File: src/rtl/pulse_train_gen.sv
// pulse_train_gen: on start, emits N pulses, each high for H cycles, with
// L-cycle low gaps between them, then strobes done_o. H=0 or L=0 run as 1.
// Optional feature macro: PULSE_TRAIN_GEN_CONTINUOUS_EN (N=0 gives an endless train).
module pulse_train_gen #(
    parameter int LEN_W = 8,
    parameter int NUM_W = 8
) (
    input  logic             clk,
    input  logic             rst,
    input  logic             start_i,
    input  logic [LEN_W-1:0] high_len_i,
    input  logic [LEN_W-1:0] low_len_i,
    input  logic [NUM_W-1:0] num_pulses_i,
    input  logic             abort_i,
    output logic             signal_o,
    output logic             busy_o,
    output logic             done_o
);

    typedef enum logic [1:0] {S_IDLE, S_HIGH, S_LOW} state_t;

    state_t           state_q, state_d;
    logic [LEN_W-1:0] high_q, high_d;
    logic [LEN_W-1:0] low_q, low_d;
    logic [LEN_W-1:0] phase_q, phase_d;
    logic [NUM_W-1:0] pulse_q, pulse_d;
    logic             signal_q, signal_d;
    logic             busy_q, busy_d;
    logic             done_q, done_d;
`ifdef PULSE_TRAIN_GEN_CONTINUOUS_EN
    logic             cont_q, cont_d;
`endif

    // A zero length would stall a phase forever, so it is promoted to 1.
    function automatic logic [LEN_W-1:0] eff_len(input logic [LEN_W-1:0] len);
        return (len == '0) ? LEN_W'(1) : len;
    endfunction

    // Registers: state, latched configuration, counters and the output flops.
    always_ff @(posedge clk) begin
        if (rst) begin
            state_q  <= S_IDLE;
            high_q   <= '0;
            low_q    <= '0;
            phase_q  <= '0;
            pulse_q  <= '0;
            signal_q <= 1'b0;
            busy_q   <= 1'b0;
            done_q   <= 1'b0;
`ifdef PULSE_TRAIN_GEN_CONTINUOUS_EN
            cont_q   <= 1'b0;
`endif
        end else begin
            state_q  <= state_d;
            high_q   <= high_d;
            low_q    <= low_d;
            phase_q  <= phase_d;
            pulse_q  <= pulse_d;
            signal_q <= signal_d;
            busy_q   <= busy_d;
            done_q   <= done_d;
`ifdef PULSE_TRAIN_GEN_CONTINUOUS_EN
            cont_q   <= cont_d;
`endif
        end
    end

    // Next state; outputs are computed one cycle ahead so they leave as flops.
    always_comb begin
        state_d  = state_q;
        high_d   = high_q;
        low_d    = low_q;
        phase_d  = phase_q;
        pulse_d  = pulse_q;
        signal_d = signal_q;
        busy_d   = busy_q;
        done_d   = 1'b0;
`ifdef PULSE_TRAIN_GEN_CONTINUOUS_EN
        cont_d   = cont_q;
`endif
        case (state_q)
            S_IDLE: begin
                signal_d = 1'b0;
                busy_d   = 1'b0;
                // Abort takes priority over a simultaneous start.
                if (start_i && !abort_i) begin
                    high_d  = eff_len(high_len_i);
                    low_d   = eff_len(low_len_i);
                    pulse_d = num_pulses_i;
                    phase_d = eff_len(high_len_i);
`ifdef PULSE_TRAIN_GEN_CONTINUOUS_EN
                    cont_d   = (num_pulses_i == '0);
                    state_d  = S_HIGH;
                    signal_d = 1'b1;
                    busy_d   = 1'b1;
`else
                    if (num_pulses_i == '0) begin
                        // Empty train: completes immediately, no waveform.
                        done_d = 1'b1;
                    end else begin
                        state_d  = S_HIGH;
                        signal_d = 1'b1;
                        busy_d   = 1'b1;
                    end
`endif
                end
            end
            S_HIGH: begin
                if (abort_i) begin
                    state_d  = S_IDLE;
                    signal_d = 1'b0;
                    busy_d   = 1'b0;
                end else if (phase_q > LEN_W'(1)) begin
                    phase_d = phase_q - LEN_W'(1);
                end else begin
`ifdef PULSE_TRAIN_GEN_CONTINUOUS_EN
                    if (!cont_q && pulse_q == NUM_W'(1)) begin
`else
                    if (pulse_q == NUM_W'(1)) begin
`endif
                        // Last pulse ends straight into IDLE: no trailing gap.
                        state_d  = S_IDLE;
                        signal_d = 1'b0;
                        busy_d   = 1'b0;
                        done_d   = 1'b1;
                        pulse_d  = '0;
                    end else begin
                        state_d  = S_LOW;
                        signal_d = 1'b0;
                        phase_d  = low_q;
`ifdef PULSE_TRAIN_GEN_CONTINUOUS_EN
                        if (!cont_q) pulse_d = pulse_q - NUM_W'(1);
`else
                        pulse_d = pulse_q - NUM_W'(1);
`endif
                    end
                end
            end
            S_LOW: begin
                if (abort_i) begin
                    state_d  = S_IDLE;
                    signal_d = 1'b0;
                    busy_d   = 1'b0;
                end else if (phase_q > LEN_W'(1)) begin
                    phase_d = phase_q - LEN_W'(1);
                end else begin
                    state_d  = S_HIGH;
                    signal_d = 1'b1;
                    phase_d  = high_q;
                end
            end
            default: begin
                state_d  = S_IDLE;
                signal_d = 1'b0;
                busy_d   = 1'b0;
            end
        endcase
    end

    assign signal_o = signal_q;
    assign busy_o   = busy_q;
    assign done_o   = done_q;

endmodule

File: config.mk
export PLATFORM = sky130hd
export DESIGN_NAME = pulse_train_gen
export DESIGN_NICKNAME = d
export VERILOG_FILES = /design/src/rtl/pulse_train_gen.sv
export SDC_FILE = /design/constraint.sdc
export NUM_CORES = 1
export LEC_CHECK = 0
export CAP_MARGIN = 5
export CORE_UTILIZATION = 49
export DETAILED_ROUTE_END_ITERATION = 16
export PLACE_DENSITY = 0.76
export SKIP_LAST_GASP = 1
export SLEW_MARGIN = 40
export SYNTH_ARGS = -nofsm -noshare
export SYNTH_HDL_FRONTEND = slang
export SYNTH_SLANG_ARGS = --single-unit
export TNS_END_PERCENT = 100
File: constraint.sdc
create_clock -name clk -period 2.1 [get_ports clk]
set_input_delay 0.525 -clock clk [delete_from_list [all_inputs] [get_ports clk]]
set_output_delay 0.525 -clock clk [all_outputs]
set_load 0.005 [all_outputs]
==> metrics.txt <==
most frequent cells in the layout nand2_1, dfxtp_1, clkdlybuf4s50_1; Crit Path Max Fanout 7; DRT iter0 DRCs 150; first-pass GRT wire length 9150 um; Initial DRT Pass Iterations 4; Period minus WS final 2.09 ns; Yosys Warn Count 0; CTS sink cnt 37; syn_nets 314; Post-Syn Instances 278; vias per cell 5.73; kind of critical path flip-flop to flip-flop; largest net degree at the start of global routing 22; synthesized area 0.00218 mm^2; full die area 0.00473 mm^2; CTS HTree Levels 2; layout cells sized above 1 0.148; # diodes 0; WP data arrival 2.28 ns; Core ar. 0.00414 mm^2; delay-heaviest family, CP simple AND/OR/NAND/NOR gates; vias in the first global route 2033; syn_area_per_cell 7.86 um^2; WP buf/inv 0; CTS root buffer clkbuf_8; Design Power 2.91 mW; Hold Fails Final Rpt 0; peak supply drop 441 uV; Max-Cap Viols 0; Initial Util 0.527; Die Y 68.8 um; top_reg_cell synth dfxtp_1; Power Dens Cells 1040 mW/mm^2; Pleak 1.06 nW; period utilization 0.994; Clock transition at path regs 0.08 ns; cts hold-fix bufs 0; row cnt 23; max-slew violation count 0; synth top area cells dfxtp_1, nand2_1, a21oi_1; Clk Latency, worst-skew pair 0.30 ns; number of library cell types mapped by synthesis 47; Max Root-Sink Buffers 2; average routed wire per standard cell 14.9 um; final wirelength 5570 um; Yosys top cell by area dfxtp_1; CP max-delay cell or4_4; flops & latches, synth 37; # DRC 0; Final nets 359; WP data required 2.29 ns; initial antenna violation count 0; Least-Margin Pin Slew 0.467 ns; area grow syn2layout 28.2%; GRT overflow 0; post-synthesis sequential area ratio 0.339; post-synthesis async set-or-reset flop share 0; Port Buffers 30; most common cell after layout, fill and taps aside nand2_1; GP Congestion 0.871; Worst path max stage delay 0.53 ns; cts bufs inserted 5; unrepaired setup endpoints after global routing yes; Max Freq 479 MHz; Final setup viols 0; outcome completed; startpoint types flip-flop; Max Clock Skew 0.00642 ns; CTS tree built; # IOs 31; Vias 2142; element type at the critical path end flip-flop; Yosys top cell area share 0.339; Hold WC Path Type flip-flop to flip-flop; GRT Util Overall 0.264; slew margin rel. 0.689; Routed Antenna Nets 0; CP Cell Sequence or4_4 > or3_4 > a211oi_4 > o21ai_1 > a32o_1; number of synthesized flops with an enable pin 0; Post-Route Utilization 0.676; hpwl dp 3980 um; Die X 68.8 um
-- worst register-to-register path, cell delays in order, from the launching register on --
cell and delay (ns):
dfxtp_2 0.33, or4_4 0.53, or3_4 0.41, a211oi_4 0.32, o21ai_1 0.12, a32o_1 0.27
-- routing by layer --
layer  share of wire  GRT usage  up-vias
met5               0          0        -
met4           0.019      0.102        0
met3           0.035     0.0526       12
met2            0.48      0.471       43
met1            0.46      0.308      984
li1                -          -     1103
-- power by group --
group	internal, mW	switching (mW)	leakage (nW)
combinational	0.670	0.800	0.708
sequential	0.815	0.101	0.304
clock	0.236	0.287	0.0445
-- logic make-up after synthesis --
| family | share of synthesized area |
|---|---|
| compound gates | 0.333 |
| simple gates | 0.194 |
| flops | 0.339 |
| buf+inv | 0.0630 |
| fa+ha+maj | 0.0458 |
| xor+xnor | 0.0160 |
| mux | 0.00916 |
-- through the flow --
| stage | instances | setup slack [ns] | TNS, ns | instance area (um^2) | hold WS, ns |
|---|---|---|---|---|---|
| floorplan | 278 | -0.0674 | -0.497 | 2190 | 0.437 |
| global placement | 365 | -0.0932 | -0.185 | 2670 | 0.446 |
| detailed placement | 365 | -0.103 | -0.362 | 2670 | 0.449 |
| CTS | 374 | 0.00234 | 0 | 2770 | 0.463 |
| global route | 374 | -0.0256 | -0.0638 | 2800 | 0.490 |
| finish | 374 | 0.0132 | 0 | 2800 | 0.462 |
-- flip-flops by register name (all words and copies together), names as in the netlist --
name / count
pulse_q: 8
signal_o: 1
done_o: 1
high_q: 8
phase_q: 8
state_q: 2
busy_o: 1
low_q: 8
-- final timing paths --
kind | from | endpoint | slack (ns) | depth (start not counted)
worst max-delay path | phase_q[5] | pulse_q[3] | 0.01 | 5
worst min-delay path | high_q[4] | high_q[4] | 0.46 | 2
worst max register to register | phase_q[5] | pulse_q[3] | 0.01 | 5
worst min register to register | high_q[4] | high_q[4] | 0.46 | 2
-- synth_stat cells, drive strengths merged, types with 4 or more instances --
library cell / count
or4: 4
dfxtp: 37
o22ai: 5
a21oi: 27
o21ai: 19
buf: 5
nand2b: 9
o211ai: 4
o221ai: 5
nor2: 12
nand3: 4
ha: 8
a31oi: 8
inv: 17
nor3: 12
nand2: 38
clkbuf: 11
o21a: 17
-- final cells by class --
type	count	area [um^2]
multi-input combinational	208	1350
fill	379	1340
sequential	37	746
timing repair buffer	54	493
clock buffer	5	68.8
inverter	17	63.8
tap	50	62.6
clock inverter	3	21.3
-- timing repair --
action | 4_1_cts | 5_1_grt
setup endpoints to repair | 9 | 13
gates resized for setup | 2 | 6
pin swaps | 2 | 3
buffers inserted | 1 | 0
Power figures use the tool's default switching activity.
